File: src/rtl/edge_trigger_pkg.sv
// -----------------------------------------------------------------------------
// edge_trigger_pkg
// Shared constants for the multi-channel edge trigger:
//   - FSM state encodings (IDLE, COUNT, HOLDOFF, DONE)
//   - edge-mode encodings for cfg_edge_mode
// -----------------------------------------------------------------------------
package edge_trigger_pkg;

    localparam logic [1:0] ST_IDLE    = 2'd0;
    localparam logic [1:0] ST_COUNT   = 2'd1;
    localparam logic [1:0] ST_HOLDOFF = 2'd2;
    localparam logic [1:0] ST_DONE    = 2'd3;

    localparam logic [1:0] EDGE_RISE  = 2'd0;
    localparam logic [1:0] EDGE_FALL  = 2'd1;
    localparam logic [1:0] EDGE_BOTH  = 2'd2;
    localparam logic [1:0] EDGE_RSVD  = 2'd3;  // behaves as EDGE_BOTH

endpackage

File: src/rtl/edge_detect_ch.sv
// -----------------------------------------------------------------------------
// edge_detect_ch
// One trigger channel: 2-flop synchroniser, history flop, edge qualification.
// Ports:
//   clk, rst_n   - sample clock, async active-low reset
//   din          - asynchronous trigger source
//   edge_mode    - rising / falling / both (reserved = both)
//   edge_det     - combinational qualified edge for the current cycle
// -----------------------------------------------------------------------------
module edge_detect_ch
    import edge_trigger_pkg::*;
(
    input  logic       clk,
    input  logic       rst_n,
    input  logic       din,
    input  logic [1:0] edge_mode,
    output logic       edge_det
);

    logic       sync1, sync2, hist;
    // Marks when hist holds a genuinely sampled value, so the reset-to-real
    // transition of the flops is never mistaken for an input edge.
    logic [2:0] vld_pipe;
    logic       rise, fall, qual;

    always_ff @(posedge clk or negedge rst_n) begin
        if (!rst_n) begin
            sync1    <= 1'b0;
            sync2    <= 1'b0;
            hist     <= 1'b0;
            vld_pipe <= '0;
        end else begin
            sync1    <= din;
            sync2    <= sync1;
            hist     <= sync2;
            vld_pipe <= {vld_pipe[1:0], 1'b1};
        end
    end

    assign rise = sync2 & ~hist;
    assign fall = ~sync2 & hist;

    always_comb begin
        qual = 1'b0;
        case (edge_mode)
            EDGE_RISE: qual = rise;
            EDGE_FALL: qual = fall;
            default:   qual = rise | fall;
        endcase
    end

    assign edge_det = vld_pipe[2] & qual;

endmodule

File: src/rtl/edge_trigger_multi.sv
// -----------------------------------------------------------------------------
// edge_trigger_multi
// Counts qualified edges across a masked set of channels and issues a
// single-cycle trigger on event number cfg_edge_count+1 of a run.
// Optional feature macro: EDGE_TRIGGER_HOLDOFF_EN -- re-arm after a holdoff
// window instead of parking in DONE.
// Ports:
//   adc_sampleclk, reset_n        - clock, async active-low reset
//   trigger_in[pCHANNELS]         - asynchronous trigger sources
//   armed_and_ready, active       - run enable (both must be high)
//   cfg_channel_mask/edge_mode/edge_count/holdoff - latched at run start
//   trigger                       - one-cycle trigger pulse
//   edge_counter                  - events counted in current/last search
//   trig_count                    - triggers in current/last run (sat. 255)
//   busy                          - FSM not in IDLE
// -----------------------------------------------------------------------------
module edge_trigger_multi
    import edge_trigger_pkg::*;
#(
    parameter int pCHANNELS      = 4,
    parameter int pCOUNT_WIDTH   = 16,
    parameter int pHOLDOFF_WIDTH = 16
) (
    input  logic                      adc_sampleclk,
    input  logic                      reset_n,
    input  logic [pCHANNELS-1:0]      trigger_in,
    input  logic                      armed_and_ready,
    input  logic                      active,
    input  logic [pCHANNELS-1:0]      cfg_channel_mask,
    input  logic [1:0]                cfg_edge_mode,
    input  logic [pCOUNT_WIDTH-1:0]   cfg_edge_count,
    input  logic [pHOLDOFF_WIDTH-1:0] cfg_holdoff,
    output logic                      trigger,
    output logic [pCOUNT_WIDTH-1:0]   edge_counter,
    output logic [7:0]                trig_count,
    output logic                      busy
);

    logic                    running, running_r;
    logic [1:0]              state;
    logic [pCHANNELS-1:0]    lat_mask;
    logic [1:0]              lat_mode;
    logic [pCOUNT_WIDTH-1:0] lat_count;
    logic [pCHANNELS-1:0]    ch_edge;
    logic                    event_hit;

`ifdef EDGE_TRIGGER_HOLDOFF_EN
    logic [pHOLDOFF_WIDTH-1:0] lat_holdoff;
    logic [pHOLDOFF_WIDTH-1:0] holdoff_cnt;
`else
    logic unused_holdoff;
    assign unused_holdoff = ^cfg_holdoff;
`endif

    assign running = active & armed_and_ready;

    // Qualification uses the latched mode so mid-run cfg changes are inert.
    for (genvar gi = 0; gi < pCHANNELS; gi++) begin : g_ch
        edge_detect_ch u_ch (
            .clk       (adc_sampleclk),
            .rst_n     (reset_n),
            .din       (trigger_in[gi]),
            .edge_mode (lat_mode),
            .edge_det  (ch_edge[gi])
        );
    end

    // Simultaneous channel edges collapse into a single event.
    assign event_hit = |(ch_edge & lat_mask);

    always_ff @(posedge adc_sampleclk or negedge reset_n) begin
        if (!reset_n) begin
            state        <= ST_IDLE;
            running_r    <= 1'b0;
            trigger      <= 1'b0;
            edge_counter <= '0;
            trig_count   <= '0;
            lat_mask     <= '0;
            lat_mode     <= '0;
            lat_count    <= '0;
`ifdef EDGE_TRIGGER_HOLDOFF_EN
            lat_holdoff  <= '0;
            holdoff_cnt  <= '0;
`endif
        end else begin
            running_r <= running;
            trigger   <= 1'b0;
            // Losing run enable wins over everything, including a trigger
            // that would otherwise fire this cycle.
            if (!running) begin
                state <= ST_IDLE;
            end else begin
                case (state)
                    ST_IDLE: begin
                        if (!running_r) begin
                            state        <= ST_COUNT;
                            edge_counter <= '0;
                            trig_count   <= '0;
                            lat_mask     <= cfg_channel_mask;
                            lat_mode     <= cfg_edge_mode;
                            lat_count    <= cfg_edge_count;
`ifdef EDGE_TRIGGER_HOLDOFF_EN
                            lat_holdoff  <= cfg_holdoff;
`endif
                        end
                    end
                    ST_COUNT: begin
                        if (event_hit) begin
                            if (edge_counter != '1)
                                edge_counter <= edge_counter + pCOUNT_WIDTH'(1);
                            if (edge_counter == lat_count) begin
                                trigger <= 1'b1;
                                if (trig_count != 8'hFF)
                                    trig_count <= trig_count + 8'd1;
`ifdef EDGE_TRIGGER_HOLDOFF_EN
                                state       <= ST_HOLDOFF;
                                holdoff_cnt <= lat_holdoff;
`else
                                state       <= ST_DONE;
`endif
                            end
                        end
                    end
`ifdef EDGE_TRIGGER_HOLDOFF_EN
                    // Window length is max(holdoff, 1) cycles.
                    ST_HOLDOFF: begin
                        if (holdoff_cnt <= pHOLDOFF_WIDTH'(1)) begin
                            state        <= ST_COUNT;
                            edge_counter <= '0;
                        end else begin
                            holdoff_cnt <= holdoff_cnt - pHOLDOFF_WIDTH'(1);
                        end
                    end
`endif
                    default: ;  // DONE: park until running drops
                endcase
            end
        end
    end

    assign busy = (state != ST_IDLE);

endmodule

File: config.mk
export PLATFORM = sky130hd
export DESIGN_NAME = edge_trigger_multi
export DESIGN_NICKNAME = d
export VERILOG_FILES = /design/src/rtl/edge_trigger_pkg.sv /design/src/rtl/edge_detect_ch.sv /design/src/rtl/edge_trigger_multi.sv
export SDC_FILE = /design/constraint.sdc
export NUM_CORES = 1
export LEC_CHECK = 0
export BUFFER_PORTS_ARGS = -buffer_cell sky130_fd_sc_hd__buf_2
export CAP_MARGIN = 20
export CORE_ASPECT_RATIO = 0.75
export CORE_MARGIN = 8
export CORE_UTILIZATION = 40
export CTS_BUF_LIST = sky130_fd_sc_hd__clkbuf_16
export CTS_CLUSTER_DIAMETER = 80
export DETAILED_ROUTE_END_ITERATION = 12
export SYNTH_ARGS = -nofsm -noshare
export SYNTH_HDL_FRONTEND = slang
export SYNTH_HIERARCHICAL = 1
export SYNTH_SLANG_ARGS = --single-unit
File: constraint.sdc
create_clock -name adc_sampleclk -period 2.6 [get_ports adc_sampleclk]
set_input_delay 0.52 -clock adc_sampleclk [delete_from_list [all_inputs] [get_ports adc_sampleclk]]
set_output_delay 0.52 -clock adc_sampleclk [all_outputs]
set_load 0.1 [all_outputs]
==> qor.txt <==
Crit path largest cell delay: 550 ps
Clock transition time at the flip-flop clock pins of the worst setup and hold paths: 60 ps
Count of buffers from port buffering: 55
Number of buffers added by the clock tree synthesis step: 9
Die H: 96.24 um
Summed negative setup slack over all endpoints: 0 ps
Growth of design area from synthesis to finish: 21.43%
Flip-flop and latch count after synthesis: 74
# Max-Cap Violations: 0
Clock tree skew after final layout: 6.723 ps
Placed instance count: 494
Synthesized Nets: 393
Die outline area: 11840 um^2
Most used DFF post-synth: sky130_fd_sc_hd__dfrtp_1
Cell area after layout: 4169 um^2
Worst slew margin: 0.5923
Wire length of the first global-routing pass: 12480 um
Top area cells in the synthesized netlist: sky130_fd_sc_hd__dfrtp_1 54%, sky130_fd_sc_hd__nand2_1 9.3%, sky130_fd_sc_hd__ha_1 3.6%
Total clock sinks: 74
# hold bufs at CTS: 0
Half-perimeter wire length of the detailed placement result: 5578 um
Crit start category: register
Share of layout cells above drive strength 1: 0.2488
EDFF count, synth: 0
TritonCTS clock tree: yes
Static leakage: 2.090 nW
Depth of the CTS H-tree: 3
Power, Total: 2.878 mW
Final standard cell count with taps included and fillers excluded: 510
Drt via density: 5.131
Maximum achievable frequency: 0.4061 GHz
Clock period minus worst slack: 2462 ps
Vias in the first global route: 2451
Die outline width: 123.0 um
Worst-margin pin slew: 606.6 ps
Number of antenna violations at the first check in global routing: 0
Classification of the worst setup path: reg -> reg
Kind of path behind the tightest hold check: in -> async
Via count: 2617
Global router's overall resource usage: 0.1381
Number of iterations in the first detailed-routing pass: 4
Most frequent cells after synthesis: 85 x sky130_fd_sc_hd__nand2_1, 74 x sky130_fd_sc_hd__dfrtp_1, 14 x sky130_fd_sc_hd__xnor2_1
Core ar.: 8382 um^2
Largest fanout on the critical path: 8
Clock root buffer: sky130_fd_sc_hd__clkbuf_16
Buf/Inv on CP: 1
Number of design-rule violations left by the first detailed-router iteration: 208
Worst EP arrival: 2730 ps
Crit. End Element: register
Synth warnings: 6
Number of top-level design ports: 72
Number of hold-slack violations in the final timing report: 0
Run status: finished, final reports clean
Series of cell instances along the critical path: inv_1 -> ha_1 -> nand2_1 -> o211a_1 -> a22oi_2 -> and3_1 -> or4_4 -> or4_1 -> a21oi_2
Max-slew violations: 0
Share of the synthesized area in the top cell type: 0.5394
Area of the mapped netlist: 3433 um^2
Peak supply drop: 0.5019 mV
Total power per unit cell area: 690.3 nW/um^2
Fin crit share: 0.9470
Initial core utilization: 0.4096
Number of nets with antenna violations after routing: 0
Async set-reset flop share out of synthesis: 1.000
Number of post-CTS setup repair buffers: 0
Final layout net count: 453
Insertion delay of the later-clocked pin in the worst-skew pair: 340 ps
Remaining global-route overflow: 0
Yosys top cell by area: sky130_fd_sc_hd__dfrtp_1
Yosys cell types: 49
Most instantiated library cell after synthesis: sky130_fd_sc_hd__nand2_1
Final setup violation count: 0
Cell count after synthesis: 337
Pin count of the biggest net entering global routing: 52
Final estimated routing congestion in global placement: 0.8289
Total Wirelength: 7673 um
Utilization after layout: 0.4974
Crit path max-delay cell type: sky130_fd_sc_hd__or4_4
Data required time of the worst path: 2870 ps
Sequential fraction of the synthesis area: 0.5394
Post-place instance area: 3850 um^2
Critical path's top delay family: simple AND/OR/NAND/NOR gates
Synthesized area divided by synthesized cell count: 10.19 um^2
Deepest clock path buffer count: 2
Ant diodes: 0
Wire length per cell: 15.05 um
Number of rows in the core area: 29
Number of design rule violations left after detail routing: 0
-- placed cells by master, fill, tap and decap left out, drive strengths merged, types with 2 or more instances in the layout --
master  netlist  final
a21oi         9      9
a221o         5      5
a22oi         2      2
a31oi         6      6
and3         10     10
buf           5     62
clkbuf        8      9
conb          4      4
dfrtp        74     74
ha           10     10
inv          13     19
mux2          6      6
mux2i         4      4
nand2        85     85
nand2b        4      4
nand3        10     10
nand4         6      6
nor2         10     10
nor3          3      3
nor4          5      5
o211a         4      4
o21ai         4      4
o31ai         6      6
or2           3      3
or3           3      3
or4           8      8
xnor2        14     14
xor2          4      4
-- sequential cells by signal (all words and copies together), names as in the netlist --
register and flops:
g_ch.u_ch/sync2 4, g_ch.u_ch/sync1 4, trig_count 8, state 2
g_ch.u_ch/hist 4, trigger 1, g_ch.u_ch/vld_pipe 12, running_r 1
lat_mask 4, edge_counter 16, lat_mode 2, lat_count 16
-- path summary, 6_finish.rpt --
path	cells after the start	start	end	slack [ps]
setup / recovery	9	g_ch[0].u_ch/sync2	edge_counter[8]	140
hold / removal	1	reset_n	trig_count[5]	190
setup reg to reg	9	g_ch[0].u_ch/sync2	edge_counter[8]	140
hold reg to reg	0	g_ch[1].u_ch/vld_pipe[0]	g_ch[1].u_ch/vld_pipe[1]	340
max in group asynchronous	2	reset_n	lat_count[12]	1740
min in group adc_sampleclk	1	trigger_in[1]	g_ch[1].u_ch/sync1	290
-- repair_timing --
action / CTS / global route
cloned: 0 / 0
endpoints found under the setup margin: 1 / 13
pin swaps: 0 / 1
gates resized for setup: 1 / 5
-- logic make-up (layout without fill, tap and decap cells) --
family / after synthesis / in the layout / synth area share
AND/OR/NAND/NOR: 151 / 151 / 0.2128
multiplexers: 10 / 10 / 0.03134
adder cells (fa/ha/maj): 10 / 10 / 0.03644
other: 4 / 4 / 0.004372
AO/OA/AOI/OAI: 44 / 44 / 0.09548
flip-flops: 74 / 74 / 0.5394
XOR/XNOR: 18 / 18 / 0.04592
buffers and inverters: 26 / 91 / 0.03426
-- final cells by class --
cell class / instances / area [um^2]
inverters: 13 / 48.80
clock buffers: 9 / 225.2
well taps: 108 / 135.1
clock inverters: 7 / 66.31
fillers: 774 / 4213
repair buffers: 62 / 340.3
multi-input cells: 237 / 1498
flip-flops and latches: 74 / 1856
-- power by group --
group          total (mW)  internal, mW  switching (mW)
Sequential           1.33          1.24          0.0864
Combinational       0.345         0.129           0.216
Clock                1.20         0.674           0.529
Total                2.88          2.05           0.831
-- metal layers --
metal,wire (um),global-route usage,vias to the layer above
li1,-,-,1289
met1,3706,0.1865,1249
met2,3241,0.1995,66
met3,617,0.05158,13
met4,107,0.04795,0
met5,0,0,-
-- stage by stage --
step / worst slack [ps] / hold slack (ps)
6_report: 137.7 / 193.7
5_1_grt: -11.03 / 227.1
4_1_cts: 53.74 / 202.4
3_5_place_dp: 4.054 / 334.7
3_3_place_gp: 64.56 / 331.4
2_1_floorplan: 65.43 / 224.4
Note: power is estimated with default switching activity, not from simulation.
